File: config.mk
export PLATFORM = sky130hd
export DESIGN_NAME = spi_slave_byte
export DESIGN_NICKNAME = d
export VERILOG_FILES = /design/src/rtl/spi_slave_byte.sv
export SDC_FILE = /design/constraint.sdc
export NUM_CORES = 1
export LEC_CHECK = 0
export ABC_AREA = 1
export CORE_UTILIZATION = 53
export CTS_CLUSTER_DIAMETER = 150
export DETAILED_ROUTE_END_ITERATION = 16
export MAX_ROUTING_LAYER = met4
export PLACE_DENSITY = 0.79
export SLEW_MARGIN = 40
export SYNTH_ARGS = -nofsm -noshare
export SYNTH_HDL_FRONTEND = slang
export SYNTH_SLANG_ARGS = --single-unit
File: constraint.sdc
create_clock -name sclk_common -period 1.73 [get_ports sclk_common]
set_input_delay 0.346 -clock sclk_common [delete_from_list [all_inputs] [get_ports sclk_common]]
set_output_delay 0.346 -clock sclk_common [all_outputs]
set_load 0.02 [all_outputs]
File: src/rtl/spi_slave_byte.sv
`default_nettype none
// ============================================================================
//  Module   : spi_slave_byte
//  Purpose  : SPI responder oversampled on sclk_common. Deserialises MOSI into
//             bytes pushed to an RX FIFO write port and serialises bytes from a
//             show-ahead TX FIFO onto MISO, MSB first. Frames are delimited by
//             spi_n_cs; each frame is expected to carry BYTES_PER_FRAME bytes.
//  Ports    :
//    sclk_common  in   oversampling clock (>= 8x spi_sclk)
//    n_rst        in   asynchronous active-low reset
//    spi_n_cs     in   chip select from master (asynchronous)
//    spi_sclk     in   SPI clock from master (asynchronous)
//    spi_mosi     in   serial data from master (asynchronous)
//    spi_miso     out  serial data to master
//    spi_miso_oe  out  MISO output enable (high while a frame is active)
//    tx_data      in   TX FIFO head (show-ahead)
//    tx_empty     in   TX FIFO empty
//    tx_rdreq     out  TX FIFO pop, one-cycle pulse
//    rx_data      out  received byte
//    rx_wrreq     out  RX FIFO push, one-cycle pulse
//    byte_idx     out  index of the byte in progress within the frame
//    frame_done   out  pulse: frame closed with exactly BYTES_PER_FRAME bytes
//    frame_err    out  pulse: frame closed in any other state
//    tx_underrun  out  pulse: DEFAULT_TX substituted for an in-frame byte
//    busy         out  frame in progress
//  Revision : 1.0  initial release
// ============================================================================
module spi_slave_byte #(
  parameter int         CPOL            = 0,
  parameter int         CPHA            = 0,
  parameter int         BYTES_PER_FRAME = 2,
  parameter logic [7:0] DEFAULT_TX      = 8'hFF
) (
  input  logic       sclk_common,
  input  logic       n_rst,
  input  logic       spi_n_cs,
  input  logic       spi_sclk,
  input  logic       spi_mosi,
  output logic       spi_miso,
  output logic       spi_miso_oe,
  input  logic [7:0] tx_data,
  input  logic       tx_empty,
  output logic       tx_rdreq,
  output logic [7:0] rx_data,
  output logic       rx_wrreq,
  output logic [7:0] byte_idx,
  output logic       frame_done,
  output logic       frame_err,
  output logic       tx_underrun,
  output logic       busy
);

  localparam logic       c_cpol = (CPOL != 0);
  localparam logic       c_cpha = (CPHA != 0);
  localparam logic [7:0] c_bpf  = 8'(BYTES_PER_FRAME);

  typedef enum logic [0:0] {
    ST_IDLE   = 1'b0,
    ST_ACTIVE = 1'b1
  } state_t;

  // --------------------------------------------------------------------------
  // State
  // --------------------------------------------------------------------------
  logic       cs_meta_q,   cs_meta_d;
  logic       cs_sync_q,   cs_sync_d;
  logic       cs_prev_q,   cs_prev_d;
  logic       sclk_meta_q, sclk_meta_d;
  logic       sclk_sync_q, sclk_sync_d;
  logic       sclk_prev_q, sclk_prev_d;
  logic       mosi_meta_q, mosi_meta_d;
  logic       mosi_sync_q, mosi_sync_d;

  logic       armed_q,     armed_d;
  state_t     state_q,     state_d;
  logic [2:0] bit_cnt_q,   bit_cnt_d;
  logic [7:0] byte_idx_q,  byte_idx_d;
  logic [6:0] rx_sr_q,     rx_sr_d;
  logic [6:0] tx_sr_q,     tx_sr_d;   // bits still to be sent after the one on MISO

  logic       miso_q,      miso_d;
  logic       miso_oe_q,   miso_oe_d;
  logic       busy_q,      busy_d;
  logic       tx_rdreq_q,  tx_rdreq_d;
  logic [7:0] rx_data_q,   rx_data_d;
  logic       rx_wrreq_q,  rx_wrreq_d;
  logic       done_q,      done_d;
  logic       err_q,       err_d;
  logic       under_q,     under_d;

  // --------------------------------------------------------------------------
  // Edge events on the synchronised bus
  // --------------------------------------------------------------------------
  logic cs_fall, cs_rise;
  logic sclk_rise, sclk_fall;
  logic lead_edge, trail_edge;
  logic sample_edge, shift_edge;

  assign cs_fall   = cs_prev_q & ~cs_sync_q;
  assign cs_rise   = ~cs_prev_q & cs_sync_q;
  assign sclk_rise = ~sclk_prev_q & sclk_sync_q;
  assign sclk_fall = sclk_prev_q & ~sclk_sync_q;

  // Leading edge leaves the idle level, trailing edge returns to it.
  assign lead_edge   = c_cpol ? sclk_fall : sclk_rise;
  assign trail_edge  = c_cpol ? sclk_rise : sclk_fall;
  assign sample_edge = c_cpha ? trail_edge : lead_edge;
  assign shift_edge  = c_cpha ? lead_edge  : trail_edge;

  // --------------------------------------------------------------------------
  // Byte load source
  // --------------------------------------------------------------------------
  logic       frame_start;
  logic       shift_load_ok;
  logic       do_load;
  logic [7:0] load_idx;
  logic       load_in_frame;
  logic [7:0] load_byte;
  logic       load_pop;
  logic       load_under;

  assign frame_start = (state_q == ST_IDLE) & cs_fall & armed_q;

  // With CPHA=0 the first byte is loaded at n_cs fall, so the shift edge only
  // loads on later byte boundaries; with CPHA=1 every byte is loaded on a
  // shift edge, including the first.
  assign shift_load_ok = (bit_cnt_q == 3'd0) & (c_cpha | (byte_idx_q != 8'd0));

  assign do_load = (frame_start & ~c_cpha) |
                   ((state_q == ST_ACTIVE) & ~cs_rise & shift_edge & shift_load_ok);

  // byte_idx_q still holds the previous frame's count while idle, so the
  // frame-start load must look at index 0.
  assign load_idx      = (state_q == ST_IDLE) ? 8'd0 : byte_idx_q;
  assign load_in_frame = (load_idx < c_bpf);
  assign load_pop      = load_in_frame & ~tx_empty;
  assign load_under    = load_in_frame & tx_empty;
  assign load_byte     = load_pop ? tx_data : DEFAULT_TX;

  // --------------------------------------------------------------------------
  // Next-state logic
  // --------------------------------------------------------------------------
  always_comb begin
    cs_meta_d   = spi_n_cs;
    cs_sync_d   = cs_meta_q;
    cs_prev_d   = cs_sync_q;
    sclk_meta_d = spi_sclk;
    sclk_sync_d = sclk_meta_q;
    sclk_prev_d = sclk_sync_q;
    mosi_meta_d = spi_mosi;
    mosi_sync_d = mosi_meta_q;

    // Once n_cs has been seen high the bus is trusted until the next reset.
    armed_d     = armed_q | cs_sync_q;

    state_d     = state_q;
    bit_cnt_d   = bit_cnt_q;
    byte_idx_d  = byte_idx_q;
    rx_sr_d     = rx_sr_q;
    tx_sr_d     = tx_sr_q;
    miso_d      = miso_q;
    miso_oe_d   = miso_oe_q;
    busy_d      = busy_q;
    rx_data_d   = rx_data_q;

    tx_rdreq_d  = 1'b0;
    rx_wrreq_d  = 1'b0;
    done_d      = 1'b0;
    err_d       = 1'b0;
    under_d     = 1'b0;

    case (state_q)
      ST_IDLE: begin
        if (frame_start) begin
          state_d    = ST_ACTIVE;
          bit_cnt_d  = 3'd0;
          byte_idx_d = 8'd0;
          rx_sr_d    = 7'd0;
          busy_d     = 1'b1;
          miso_oe_d  = 1'b1;
        end
      end

      ST_ACTIVE: begin
        if (cs_rise) begin
          // Chip-select release wins over any coincident sample edge; an
          // unfinished byte is simply dropped.
          state_d   = ST_IDLE;
          busy_d    = 1'b0;
          miso_oe_d = 1'b0;
          miso_d    = 1'b1;
          if ((bit_cnt_q == 3'd0) && (byte_idx_q == c_bpf)) begin
            done_d = 1'b1;
          end else begin
            err_d = 1'b1;
          end
        end else begin
          if (sample_edge) begin
            rx_sr_d   = {rx_sr_q[5:0], mosi_sync_q};
            bit_cnt_d = bit_cnt_q + 3'd1;
            if (bit_cnt_q == 3'd7) begin
              rx_data_d  = {rx_sr_q, mosi_sync_q};
              rx_wrreq_d = 1'b1;
              if (byte_idx_q != 8'hFF) begin
                byte_idx_d = byte_idx_q + 8'd1;
              end
            end
          end
          if (shift_edge && !do_load) begin
            miso_d  = tx_sr_q[6];
            tx_sr_d = {tx_sr_q[5:0], 1'b0};
          end
        end
      end

      default: begin
        state_d = ST_IDLE;
      end
    endcase

    // The loaded MSB is presented on MISO in the load cycle itself.
    if (do_load) begin
      miso_d     = load_byte[7];
      tx_sr_d    = load_byte[6:0];
      tx_rdreq_d = load_pop;
      under_d    = load_under;
    end
  end

  // --------------------------------------------------------------------------
  // Registers
  // --------------------------------------------------------------------------
  always_ff @(posedge sclk_common or negedge n_rst) begin
    if (!n_rst) begin
      // n_cs synchronisers reset low so that a bus already selected at reset
      // release never arms the block before a genuine high is seen.
      cs_meta_q   <= 1'b0;
      cs_sync_q   <= 1'b0;
      cs_prev_q   <= 1'b0;
      sclk_meta_q <= c_cpol;
      sclk_sync_q <= c_cpol;
      sclk_prev_q <= c_cpol;
      mosi_meta_q <= 1'b0;
      mosi_sync_q <= 1'b0;
      armed_q     <= 1'b0;
      state_q     <= ST_IDLE;
      bit_cnt_q   <= 3'd0;
      byte_idx_q  <= 8'd0;
      rx_sr_q     <= 7'd0;
      tx_sr_q     <= 7'd0;
      miso_q      <= 1'b1;
      miso_oe_q   <= 1'b0;
      busy_q      <= 1'b0;
      tx_rdreq_q  <= 1'b0;
      rx_data_q   <= 8'd0;
      rx_wrreq_q  <= 1'b0;
      done_q      <= 1'b0;
      err_q       <= 1'b0;
      under_q     <= 1'b0;
    end else begin
      cs_meta_q   <= cs_meta_d;
      cs_sync_q   <= cs_sync_d;
      cs_prev_q   <= cs_prev_d;
      sclk_meta_q <= sclk_meta_d;
      sclk_sync_q <= sclk_sync_d;
      sclk_prev_q <= sclk_prev_d;
      mosi_meta_q <= mosi_meta_d;
      mosi_sync_q <= mosi_sync_d;
      armed_q     <= armed_d;
      state_q     <= state_d;
      bit_cnt_q   <= bit_cnt_d;
      byte_idx_q  <= byte_idx_d;
      rx_sr_q     <= rx_sr_d;
      tx_sr_q     <= tx_sr_d;
      miso_q      <= miso_d;
      miso_oe_q   <= miso_oe_d;
      busy_q      <= busy_d;
      tx_rdreq_q  <= tx_rdreq_d;
      rx_data_q   <= rx_data_d;
      rx_wrreq_q  <= rx_wrreq_d;
      done_q      <= done_d;
      err_q       <= err_d;
      under_q     <= under_d;
    end
  end

  assign spi_miso    = miso_q;
  assign spi_miso_oe = miso_oe_q;
  assign busy        = busy_q;
  assign tx_rdreq    = tx_rdreq_q;
  assign rx_data     = rx_data_q;
  assign rx_wrreq    = rx_wrreq_q;
  assign byte_idx    = byte_idx_q;
  assign frame_done  = done_q;
  assign frame_err   = err_q;
  assign tx_underrun = under_q;

endmodule
`default_nettype wire

==> results.toml <==
[critical_path]
cpMaxStageDelayCell = "clkdlybuf4s50_1"
worst-path-buf-inv = 1
cp_max_fo = 3
required_ns = 1.38
path_cells = "clkdlybuf4s50_1"
cpPeakStageDelay_ns = 0.62
r2r-end = "byte_idx[2]"
crit_type = "reg2out"
ff2ff_setup_slack_ns = 0.14
endpoint_kind = "output pin"
cp-start-kind = "flop"
r2r_cells = 7
r2r-start = "byte_idx[0]"
crit_family = "buffers and inverters"
arrival_ns = 1.32

[floorplanning]
rows = 24
start_util_pct = 55.67
fp.dieW_um = 70.09
die_h_um = 70.09
core_area_mm2 = 0.004414
boundaryPins = 38
dieArea_mm2 = 0.004913

[timing]
worstMarginPinSlew_ns = 0.3691
timing.final.crit_share_pct = 96.41
finalSetupViolations = 0
rsz0062_at_grt = "false"
hold_viol_final = 0
finClkSkew_ns = 0.003902
setup_ws_ns = 0.06208
slew_headroom_pct = 75.39
finalSetupTns_ns = 0
min_period_ns = 1.668
holdWs_ns = 0.3536
fmax_mhz = 599.5
slew_viol_final = 0

[route]
wire_per_inst_um = 11.37
wl_um = 4421
dr.pass1.iters = 4
drcViolationCount = 0
final_antenna_net_count = 0
via_per_inst = 4.990
drtIter0Drc = 201
vias = 1941

[global_route]
grt-ovfl-total = 0
track_usage_pct = 20.38
grt_pass1_wl_um = 7624
grt_max_degree = 36
grt_pass1_vias = 1726
antenna_found_initial = 0

[layout]
nFillCells = 374
final_util_pct = 68.31
drive_gt1_share_pct = 10.98
syn2layout_area_growth_pct = 22.71
nets = 356
multiInputGateArea_um2 = 973.4
antennaDiodeCount = 0
final_cells = 389
fin_area_mm2 = 0.003015
regArea_mm2 = 0.001252

[clock_network]
clkSinkCount = 50
insertion_delay_ns = 0.30
clk_pin_slew_worst_paths_ns = 0.09
cts_inserted_buffers = 5
cts_max_level = 2
cts_tree = "yes"
clockRootBuffer = "clkbuf_8"
cts_max_path_buffers = 2

[synthesis]
ys_ff_latch = 50
syn_inst = 291
yosysSeqAreaShare_pct = 50.97
synth_xor_area_share_pct = 0.7128
yosysTopAreaCellShare_pct = 49.90
ys_async_sr_fraction_pct = 100.0
synth_nets = 311
synth_common_cells = "86 x nand2_1, 49 x dfrtp_1, 42 x inv_1"
syn_area_mm2 = 0.002457
synth_top_family_by_area = "simple AND/OR/NAND/NOR gates"
syn_avg_cell_area_um2 = 8.445
yosysWarnings = 0
yosys-mux-area-fraction_pct = 0
yosysMostFrequentCell = "nand2_1"
synth-simple-area-share_pct = 29.02
synth_edf_count = 0
ys_types = 32
synthAdderAreaFrac_pct = 3.055
yosysTopAreaCell = "dfrtp_1"
ys_top_cells_by_area = "dfrtp_1 50%, nand2_1 13%, inv_1 6.4%"
synth_ff_type = "dfrtp_1"
synth_compound_area_share_pct = 6.619

[power]
vdd_drop_max_v = 0.0008212
leakage_nw = 1.623
power_density_mw_per_mm2 = 1020
power_mw = 3.075

[placement]
dpl_cell_area_mm2 = 0.002898
place_inst = 379
port_buffers = 37
preCtsSetupSlack_ns = 0.1391
dpl.hpwl_um = 3304
gp_congestion = 0.8543

[run_status]
status = "completed"

[worst_hold_path]
min_to = "mosi_sync_q"
hold_path_class = "reg2reg"
min_from = "mosi_meta_q"
hold_depth = 0

[job]
cap_violations = 0
-- timing repair --
| action | in CTS | in global routing |
|---|---|---|
| endpoints found under the setup margin | 6 | 12 |
| hold buffers | 1 | 0 |
| setup buffers | 0 | 1 |
| gates resized for setup | 6 | 4 |
| pin swaps | 0 | 0 |
| hold endpoints to repair | 15 | 0 |
-- logic make-up (layout without fill, tap and decap cells) --
logic type,count (synthesis),in the layout
simple gates,152,152
buf+inv,54,100
flops,50,50
compound gates,27,27
fa+ha+maj,6,6
xor+xnor,2,2
-- placed cells by master, fill, tap and decap left out, drive strengths merged, types with 8 or more instances in the layout --
master,count
buf,10
nand4,8
inv,45
dfrtp,49
nor2,21
nor3,8
clkdlybuf4s50,27
nand3,18
nand2,90
o21ai,13
-- layout make-up --
class	count	share of cell area [%]
Clock buffer	6	2.739
Clock inverter	2	0.4149
Timing Repair Buffer	47	15.10
Sequential cell	50	41.54
Multi-Input combinational cell	187	32.28
Tap cell	52	2.158
Inverter	45	5.768
-- layer usage --
layer / vias up / GRT usage, % / share of wire, %
li1: 1000 / - / -
met3: 7 / 3.896 / 4.5
met1: 884 / 25.34 / 45
met4: 0 / 9.333 / 1.9
met2: 50 / 32.37 / 48
met5: - / - / 0
-- sequential cells by signal, summed over array words and instances, names as in the netlist, 3 cells and up --
signal     count
bit_cnt_q      3
rx_data        8
tx_sr_q        7
rx_sr_q        7
byte_idx       8
-- where the power goes --
part / total [mW] / leakage [nW] / switching (mW) / internal [mW]
registers: 1.47 / 0.653 / 0.129 / 1.35
clock network: 0.704 / 0.0472 / 0.382 / 0.322
logic: 0.897 / 0.923 / 0.521 / 0.376
-- worst max-delay path by stage --
stage,from,end,slack [ns],cells after the start
3_3_place_gp,byte_idx[0],tx_sr_q[4],0.16,11
3_5_place_dp,byte_idx[0],tx_sr_q[3],0.14,11
6_report,busy,spi_miso_oe,0.06,1
4_1_cts,byte_idx[7],byte_idx[7],0.004,1
5_1_grt,busy,spi_miso_oe,0.005,1
2_1_floorplan,byte_idx[1],byte_idx[1],0.22,7
No activity file was read; power rests on OpenSTA's default activity.
